**src/rtl/sm_rr_scheduler_if.sv**
```systemverilog
// rtl/sm_rr_scheduler_if.sv - requester/datapath bus of the round-robin burst scheduler
interface sm_rr_scheduler_if #(
    parameter int NUM_REQ = 4,
    parameter int IDX_W   = 2,
    parameter int CNT_W   = 8
);
    logic [NUM_REQ-1:0] req;
    logic [NUM_REQ-1:0] gnt;
    logic [IDX_W-1:0]   gnt_idx;
    logic               sm_en;
    logic               busy;
    logic               done;
    logic [CNT_W-1:0]   burst_cnt;

    // Scheduler side
    modport master (
        input  req,
        output gnt, gnt_idx, sm_en, busy, done, burst_cnt
    );

    // Requester / shared state machine side
    modport slave (
        output req,
        input  gnt, gnt_idx, sm_en, busy, done, burst_cnt
    );
endinterface

```
**src/rtl/sm_rr_scheduler.sv**
```systemverilog
// rtl/sm_rr_scheduler.sv - round-robin scheduler driving fixed-length sm_en bursts
// Optional early abort on grantee request drop: define SM_SCHED_ABORT_EN.
module sm_rr_scheduler #(
    parameter int NUM_REQ   = 4,
    parameter int IDX_W     = 2,
    parameter int BURST_LEN = 8,
    parameter int CNT_W     = 8
) (
    input  logic                 clk,
    input  logic                 rst,
    sm_rr_scheduler_if.master    bus
);

    typedef enum logic [1:0] {
        S_IDLE,
        S_RUN,
        S_RELEASE
    } state_t;

    localparam logic [CNT_W-1:0] CNT_LAST = CNT_W'(BURST_LEN - 1);

    state_t             state_q;
    logic [NUM_REQ-1:0] gnt_q;
    logic [IDX_W-1:0]   gnt_idx_q;
    logic               sm_en_q;
    logic               busy_q;
    logic               done_q;
    logic [CNT_W-1:0]   cnt_q;
    logic [IDX_W-1:0]   rr_ptr_q;

    logic               pick_valid_d;
    logic [IDX_W-1:0]   gnt_idx_d;
    logic [NUM_REQ-1:0] gnt_d;
    logic [IDX_W:0]     scan_sum;
    logic [IDX_W-1:0]   scan_idx;

    // Scan from the slot after the last grantee so ties resolve by rotation only.
    always_comb begin
        pick_valid_d = 1'b0;
        gnt_idx_d    = '0;
        scan_sum     = '0;
        scan_idx     = '0;
        for (int i = 1; i <= NUM_REQ; i++) begin
            scan_sum = {1'b0, rr_ptr_q} + (IDX_W+1)'(i);
            if (scan_sum >= (IDX_W+1)'(NUM_REQ)) begin
                scan_sum = scan_sum - (IDX_W+1)'(NUM_REQ);
            end
            scan_idx = scan_sum[IDX_W-1:0];
            if (!pick_valid_d && bus.req[scan_idx]) begin
                pick_valid_d = 1'b1;
                gnt_idx_d    = scan_idx;
            end
        end
        gnt_d = NUM_REQ'(1) << gnt_idx_d;
    end

    always_ff @(posedge clk or posedge rst) begin
        if (rst) begin
            state_q   <= S_IDLE;
            gnt_q     <= '0;
            gnt_idx_q <= '0;
            sm_en_q   <= 1'b0;
            busy_q    <= 1'b0;
            done_q    <= 1'b0;
            cnt_q     <= '0;
            rr_ptr_q  <= IDX_W'(NUM_REQ - 1);
        end else begin
            case (state_q)
                S_IDLE: begin
                    done_q <= 1'b0;
                    cnt_q  <= '0;
                    if (pick_valid_d) begin
                        state_q   <= S_RUN;
                        gnt_q     <= gnt_d;
                        gnt_idx_q <= gnt_idx_d;
                        sm_en_q   <= 1'b1;
                        busy_q    <= 1'b1;
                    end
                end
                S_RUN: begin
                    if (cnt_q == CNT_LAST) begin
                        state_q  <= S_RELEASE;
                        gnt_q    <= '0;
                        sm_en_q  <= 1'b0;
                        done_q   <= 1'b1;
                        rr_ptr_q <= gnt_idx_q;
`ifdef SM_SCHED_ABORT_EN
                    end else if (!bus.req[gnt_idx_q]) begin
                        // Counter still advances so it reports the cycles sm_en was high.
                        state_q  <= S_RELEASE;
                        gnt_q    <= '0;
                        sm_en_q  <= 1'b0;
                        done_q   <= 1'b1;
                        rr_ptr_q <= gnt_idx_q;
                        cnt_q    <= cnt_q + CNT_W'(1);
`endif
                    end else begin
                        cnt_q <= cnt_q + CNT_W'(1);
                    end
                end
                S_RELEASE: begin
                    state_q <= S_IDLE;
                    done_q  <= 1'b0;
                    busy_q  <= 1'b0;
                    cnt_q   <= '0;
                end
                default: begin
                    state_q <= S_IDLE;
                    gnt_q   <= '0;
                    sm_en_q <= 1'b0;
                    busy_q  <= 1'b0;
                    done_q  <= 1'b0;
                    cnt_q   <= '0;
                end
            endcase
        end
    end

    assign bus.gnt       = gnt_q;
    assign bus.gnt_idx   = gnt_idx_q;
    assign bus.sm_en     = sm_en_q;
    assign bus.busy      = busy_q;
    assign bus.done      = done_q;
    assign bus.burst_cnt = cnt_q;

endmodule
```
**src/flat_wrapper.sv**
```systemverilog
// flat-port wrapper written by rule: the top's interface ports become plain ports
module sm_rr_scheduler_flat 
#(
    parameter int NUM_REQ   = 4,
    parameter int IDX_W     = 2,
    parameter int BURST_LEN = 8,
    parameter int CNT_W     = 8
)
  (clk, rst, bus_req, bus_gnt, bus_gnt_idx, bus_sm_en, bus_busy, bus_done, bus_burst_cnt);
  sm_rr_scheduler_if #(.NUM_REQ(NUM_REQ), .IDX_W(IDX_W), .CNT_W(CNT_W)) bus_i ();
  input  logic clk;
  input  logic rst;
  input wire logic [$bits(bus_i.req)-1:0] bus_req;
  output wire logic [$bits(bus_i.gnt)-1:0] bus_gnt;
  output wire logic [$bits(bus_i.gnt_idx)-1:0] bus_gnt_idx;
  output wire logic [$bits(bus_i.sm_en)-1:0] bus_sm_en;
  output wire logic [$bits(bus_i.busy)-1:0] bus_busy;
  output wire logic [$bits(bus_i.done)-1:0] bus_done;
  output wire logic [$bits(bus_i.burst_cnt)-1:0] bus_burst_cnt;
  assign bus_i.req = bus_req;
  assign bus_gnt = bus_i.gnt;
  assign bus_gnt_idx = bus_i.gnt_idx;
  assign bus_sm_en = bus_i.sm_en;
  assign bus_busy = bus_i.busy;
  assign bus_done = bus_i.done;
  assign bus_burst_cnt = bus_i.burst_cnt;
  sm_rr_scheduler #(.NUM_REQ(NUM_REQ), .IDX_W(IDX_W), .BURST_LEN(BURST_LEN), .CNT_W(CNT_W)) u_core (.clk(clk), .rst(rst), .bus(bus_i));
endmodule
```
**config.mk**
```make
export PLATFORM = sky130hd
export DESIGN_NAME = sm_rr_scheduler_flat
export DESIGN_NICKNAME = d
export VERILOG_FILES = /design/src/rtl/sm_rr_scheduler_if.sv /design/src/rtl/sm_rr_scheduler.sv /design/src/flat_wrapper.sv
export SDC_FILE = /design/constraint.sdc
export NUM_CORES = 1
export LEC_CHECK = 0
export CAP_MARGIN = 25
export CORE_MARGIN = 2
export CORE_UTILIZATION = 30
export DETAILED_ROUTE_END_ITERATION = 10
export PLACE_DENSITY = 0.65
export SLEW_MARGIN = 10
export SYNTH_ARGS = -nofsm -noshare
export SYNTH_HDL_FRONTEND = slang
export SYNTH_SLANG_ARGS = --single-unit
```
**constraint.sdc**
```tcl
create_clock -name clk -period 1.8 [get_ports clk]
set_input_delay 0.36 -clock clk [delete_from_list [all_inputs] [get_ports clk]]
set_output_delay 0.36 -clock clk [all_outputs]
set_load 0.01 [all_outputs]
```
==> flow_metrics.env <==
export IMPL_status="complete, no violations"
export IMPL_clk_insertion_delay_late_ns=0.30
export IMPL_synth_cell_types=35
export IMPL_syn_area_sq_um=968
export IMPL_grt_pass1_vias=779
export IMPL_drt_iter0_drc=9
export IMPL_hold_path_class="in2async"
export IMPL_peakVddDrop_mv=0.472
export IMPL_dieArea_sq_um=3700
export IMPL_synth_seq_cells=21
export IMPL_r2r_start="u_core.bus.burst_cnt[0]"
export IMPL_pwr_share_seq_pct=39.0
export IMPL_slew_viol_final=0
export IMPL_pwr_share_comb_pct=49.1
export IMPL_cts_made_buffers=3
export IMPL_syn_avg_cell_area_sq_um=10.8
export IMPL_area_growth_pct=41.6
export IMPL_port_buffers=22
export IMPL_worstMarginPinSlew_ns=0.442
export IMPL_drtAntennaViolNets=0
export IMPL_antenna_cells=0
export IMPL_nets=137
export IMPL_core_area_sq_um=3050
export IMPL_fin_crit_sh_pct=96.8
export IMPL_synth_top_area_share_pct=49.1
export IMPL_p_sw_mw=0.669
export IMPL_cp_data_arrival_time_ns=1.98
export IMPL_rsz0062_at_grt="yes"
export IMPL_overflow=0
export IMPL_clockBufferDepth=2
export IMPL_num_rows=20
export IMPL_min_period_ns=1.74
export IMPL_finalClockSkew_ns=0.00223
export IMPL_drv_cap=0
export IMPL_p_int_mw=1.25
export IMPL_synth_nets=97
export IMPL_startpoint_type="flip-flop"
export IMPL_grt_total_usage_pct=12.9
export IMPL_vias_per_cell=4.63
export IMPL_cp_required_ns=2.03
export IMPL_post_cts_resized=0
export IMPL_die_w_um=60.8
export IMPL_drt_first_pass_iters=4
export IMPL_worstReg2RegEnd="u_core.rr_ptr_q[1]"
export IMPL_grt_pass1_wl_um=3530
export IMPL_seq_area_frac_synth_pct=54.5
export IMPL_end_kind="flip-flop"
export IMPL_cp_max_fo=4
export IMPL_hpwl_um=1610
export IMPL_die_h_um=60.8
export IMPL_yosysTopAreaCell="dfrtp_1"
export IMPL_grt_max_degree=22
export IMPL_antenna_found_initial=0
export IMPL_powerDensity_nw_per_um2=1400
export IMPL_routedWlPerCell_um=12.1
export IMPL_ys_warnings_count=0
export IMPL_clkPwrFrac_pct=11.9
export IMPL_cts_max_level=1
export IMPL_fillers=305
export IMPL_synthCells=90
export IMPL_vias=801
export IMPL_reg2reg_slack_ns=0.06
export IMPL_routed_wl_um=2090
export IMPL_setup_viol=0
export IMPL_whs_ns=0.371
export IMPL_synth_area_leaders="dfrtp_1, dfstp_2, nor2_1"
export IMPL_fin_tns_setup_ns=0
export IMPL_p_leak_nw=0.608
export IMPL_fmax_mhz=574
export IMPL_post_route_drc_count=0
export IMPL_slew_headroom_pct=70.3
export IMPL_final_hold_viol_count=0
export IMPL_cts_root_buf="clkbuf_4"
export IMPL_path_class="reg2reg"
export IMPL_r2r_cells=5
export IMPL_io_pins=23
export IMPL_swShare_pct=34.9
export IMPL_clock_sinks=21
export IMPL_cts_tree="done"
export IMPL_layout_drive_gt1_share_pct=17.1
export IMPL_clkTransAtPathRegs_ns=0.12
export IMPL_place_congestion=0.797
export IMPL_start_util_pct=31.7
[how the worst max path moves through the flow]
| stage | from | endpoint | slack (ns) |
|---|---|---|---|
| CTS | u_core.bus.burst_cnt[0] | u_core.rr_ptr_q[1] | 0.06 |
| floorplan | u_core.bus.burst_cnt[0] | u_core.rr_ptr_q[0] | 0.02 |
| finish | u_core.bus.burst_cnt[0] | u_core.rr_ptr_q[1] | 0.06 |
| global placement | bus_req[1] | u_core.bus.gnt[1] | -0.03 |
| global route | u_core.bus.burst_cnt[0] | u_core.rr_ptr_q[1] | -0.02 |
| detailed placement | bus_req[1] | u_core.bus.gnt[0] | -0.08 |
[area by class of cell]
class                   count  area (sq um)  share of cell area [%]
flip-flops and latches     21           528                    38.5
multi-input cells          63           418                    30.5
repair buffers             36           325                    23.7
well taps                  44          55.1                    4.01
clock buffers               4          26.3                    1.92
inverters                   5          18.8                    1.37
[cells in the mapped netlist (all sizes together)]
master	count
a211o	1
a211oi	1
a21o	1
a21oi	2
a22o	3
a311oi	1
a31oi	1
and2	1
and4	1
clkbuf	1
dfrtp	19
dfstp	2
ha	1
inv	5
mux2	2
nand2	7
nand2b	4
nand3	2
nand4	1
nand4bb	1
nor2	11
nor2b	1
nor3	2
nor3b	1
nor4	1
o21ai	5
o2bb2ai	2
o41ai	1
or2	1
or3	1
or4	1
xnor2	3
xor2	3
[logic make-up (layout without fill, tap and decap cells)]
group | Yosys count | after routing | share of synthesized area [%]
AND/OR/NAND/NOR | 36 | 36 | 20.3
XOR/XNOR | 6 | 6 | 5.43
buffers and inverters | 6 | 45 | 2.33
adder cells (fa/ha/maj) | 1 | 1 | 1.29
multiplexers | 2 | 2 | 2.33
flip-flops | 21 | 21 | 54.5
AO/OA/AOI/OAI | 18 | 18 | 13.8
[state kept, by name (all words and copies together) (netlist names)]
signal and flops:
u_core.bus.busy 1, u_core.bus.done 1, u_core.rr_ptr_q 2, u_core.state_q 2, u_core.bus.burst_cnt 8, u_core.bus.gnt_idx 2
u_core.bus.sm_en 1, u_core.bus.gnt 4
[cells in the final DEF, fill, tap and decap left out, drive strengths merged, types with 3 or more instances in the layout]
| cell type | Yosys | layout |
|---|---|---|
| xor2 | 3 | 3 |
| buf | 0 | 14 |
| nor2 | 11 | 11 |
| clkdlybuf4s50 | 0 | 22 |
| dfrtp | 19 | 19 |
| o21ai | 5 | 5 |
| xnor2 | 3 | 3 |
| a22o | 3 | 3 |
| nand2 | 7 | 7 |
| inv | 5 | 5 |
| clkbuf | 1 | 4 |
| nand2b | 4 | 4 |
[critical path, stage by stage, from the launching register on]
cell	delay, ns
dfrtp_1	0.37
ha_1	0.17
nand4bb_1	0.14
or4_4	0.49
nor2_4	0.16
mux2_1	0.34
[power by group through the flow]
stage | clock [mW] | combinational (mW) | sequential [mW]
final | 0.229 | 0.941 | 0.748
after global routing | 0.257 | 1.05 | 0.766
after CTS | 0.233 | 0.942 | 0.748
after detailed placement | 0 | 0.939 | 0.759
after global placement | 0 | 0.925 | 0.754
after floorplan | 0 | 0.372 | 0.829
[metal layers]
layer	routed length [um]	up-vias	share of wire [%]	GRT usage [%]
met5	0	-	0	0
met4	25	0	1.2	5.59
met3	41	2	2.0	1.28
met2	1060	13	51	20.6
met1	954	386	46	17.7
li1	-	400	-	-
[stage by stage]
| step | instance area (sq um) | util, % | cells | worst slack, ns | total power [mW] |
|---|---|---|---|---|---|
| 2_1_floorplan | 968 | - | 90 | 0.0174 | 1.20 |
| 3_3_place_gp | 1340 | 43.8 | 168 | -0.0294 | 1.68 |
| 3_5_place_dp | 1340 | 43.8 | 168 | -0.0828 | 1.70 |
| 4_1_cts | 1360 | 44.7 | 172 | 0.0593 | 1.92 |
| 5_1_grt | 1370 | 44.9 | 173 | -0.0181 | 2.07 |
| 6_report | 1370 | 44.9 | 173 | 0.0568 | 1.92 |
[timing repair]
item,4_1_cts,5_1_grt
hold buffers,0,0
setup endpoints to repair,0,2
buffers inserted,0,1
No activity file was read; power rests on OpenSTA's default activity.
==> edit: new RTL, same settings <==
Build with the macro `SM_SCHED_ABORT_EN` defined.
--- a/src/rtl/sm_rr_scheduler.sv
+++ b/src/rtl/sm_rr_scheduler.sv
@@ -2,2 +2,4 @@
 // Optional early abort on grantee request drop: define SM_SCHED_ABORT_EN.
+`define SM_SCHED_ABORT_EN
+
 module sm_rr_scheduler #(
Check against the original RTL: not equivalent (a bounded check fails within 4 cycles, from zero or initial values and one cycle with rst high).
==> edit against the original RTL <==
- setup slack got worse by 0.041 ns
- cell count increased by 1.7%
- design area increased by 4.7%
- critical path depth decreased by 1
- synthesized area increased by 5.3%
- clock skew increased by 0.0035 ns
- sequential cell count unchanged
- combinational power increased by 2%
- power increased by 4.2%
- sequential share of layout area decreased by 1.6 points
- routed wire length increased by 6.6%
==> edit: results (changes against the original RTL) <==
* # fillers at 336 (+10%)
* CP peak stage delay at 0.57 ns (+0.08 ns)
* Total GRT Usage at 0.1236 (-0.005052)
* Top layer in use: met4
* Synth cell types at 35 (unchanged)
* Clk buf depth at 2 (unchanged)
* Met1 WL at 1004 um (+5.2%)
* Synth Area per Inst at 11.33 um^2 (+5.3%)
* CP arrival at 1.99 ns
* Routed wl met3 at 95 um (+130%)
* Worst-Margin Slew at 0.3449 ns (-0.09706 ns)
* Skew final at 0.005762 ns (+0.003527 ns)
* Final period utilization at 0.9913 (+0.02279)
* Met2 WL at 1086 um (+2.1%)
* Sw frac at 0.3556 (+0.006942)
* Initial antenna violation count at 0 (unchanged)
* Worst Path Max Fanout at 4 (unchanged)
* Setup WS pre-CTS at -0.1541 ns (-0.07134 ns)
* Sequential share of the synthesized area at 0.5178 (-0.02743)
* Final WL at 2223 um (+6.6%)
* Critical Path End: u_core.bus.gnt[2]
* Final nets at 138 (+0.73%)
* Reg2reg path depth at 4 (-1)
* WL/cell at 12.63 um (+4.8%)
* Worst vdd ir at 0.7065 mV (+50%)
* Reg clk slew, reported paths at 0.12 ns (about the same)
* P_leak at 0.6530 nW (+7.3%)
* Status: finished, final reports clean
* Vias in the first global route at 851 (+9.2%)
* Reg-to-reg setup timing slack at 0.02 ns (-0.04 ns)
* DR vias at 833 (+4.0%)
* Yosys warns at 0 (unchanged)
* Routability cong. at 0.7642 (-4.2%)
* Ranking of synthesized cells by area: dfrtp_1 (47%), dfstp_2 (5.2%), nor2_1 (4.4%), xor2_1 (4.3%), mux2_4 (2.9%)
* Number of buffers created by CTS at 3 (unchanged)
* Initial DRC count at 12 (+3)
* Post-synth top cells: dfrtp_1 (19), nor2_1 (12), xor2_1 (5), nand3_1 (4)
* Critical Path Source: u_core.bus.burst_cnt[7]
* Placed Area at 0.001399 mm^2 (+4.6%)
* Net count after synthesis at 97 (unchanged)
* Number of cells after detailed placement at 171 (+1.8%)
* Slowest cell on crit path: or4_4
* Share of cells above drive strength 1 at 0.2462 (+0.07561)
* Post-DP HPWL at 1730 um (+7.4%)
* First-pass GRT wire length at 3746 um (+6.1%)
## edit: area by class of cell
cell class	instances	area, um^2	share of cell area
flip-flops and latches	21	529.3	0.3688
multi-input cells	65	476.7	0.3322
repair buffers	37	332.8	0.2319
well taps	46	57.56	0.04010
clock buffers	3	22.52	0.01569
inverters	3	11.26	0.007847
clock inverters	1	5.005	0.003487
## edit: metrics by stage
step                  util  hold WS [ns]
finish              0.4335        0.3637
global route        0.4335        0.3870
CTS                 0.4308        0.3726
detailed placement  0.4225        0.4875
global placement    0.4225        0.4899
floorplan                -        0.3350
## edit: kinds of logic (layout without fill, tap and decap cells)
kind of cell | count (synthesis) | count (layout) | synth area share
AOI/OAI and AO/OA | 17 | 17 | 0.1386
xor gates and xnor gates | 6 | 6 | 0.05153
adders and majority gates | 1 | 1 | 0.01227
buffers and inverters | 4 | 44 | 0.01472
DFF | 21 | 21 | 0.5178
muxes | 5 | 5 | 0.07117
and+or+nand+nor | 36 | 36 | 0.1939
## edit: layer usage
layer | vias up | global-route usage
met1 | 404 | 0.1533
met4 | 0 | 0.05833
met3 | 5 | 0.02174
li1 | 403 | -
met2 | 21 | 0.2092
met5 | - | 0
## edit: power groups by stage
stage	combinational, mW	sequential [mW]	clock [mW]
finish	0.957	0.814	0.227
global route	1.04	0.844	0.256
CTS	0.956	0.818	0.233
detailed placement	0.951	0.828	0
global placement	0.928	0.816	0
floorplan	0.486	0.844	0
## edit: how the worst min path moves through the flow
stage,from,to,slack (ns)
floorplan,rst,u_core.bus.burst_cnt[0],0.34
global placement,u_core.bus.sm_en,u_core.bus.sm_en,0.49
detailed placement,u_core.bus.gnt[0],u_core.bus.gnt[0],0.49
CTS,rst,u_core.bus.burst_cnt[3],0.37
global route,rst,u_core.bus.burst_cnt[3],0.39
finish,rst,u_core.state_q[0],0.36
## edit: critical path, delay by kind of cell, from the launching register on
kind / cells / cell delay (ns)
simple gates: 1 / 0.57
compound gates: 3 / 0.73
flops: 1 / 0.40
## edit: timing repair
| item | 4_1_cts | 5_1_grt |
|---|---|---|
| setup buffers | 0 | 1 |
| setup endpoints to repair | 0 | 3 |
| hold buffers | 0 | 0 |
| gates resized for setup | 0 | 1 |
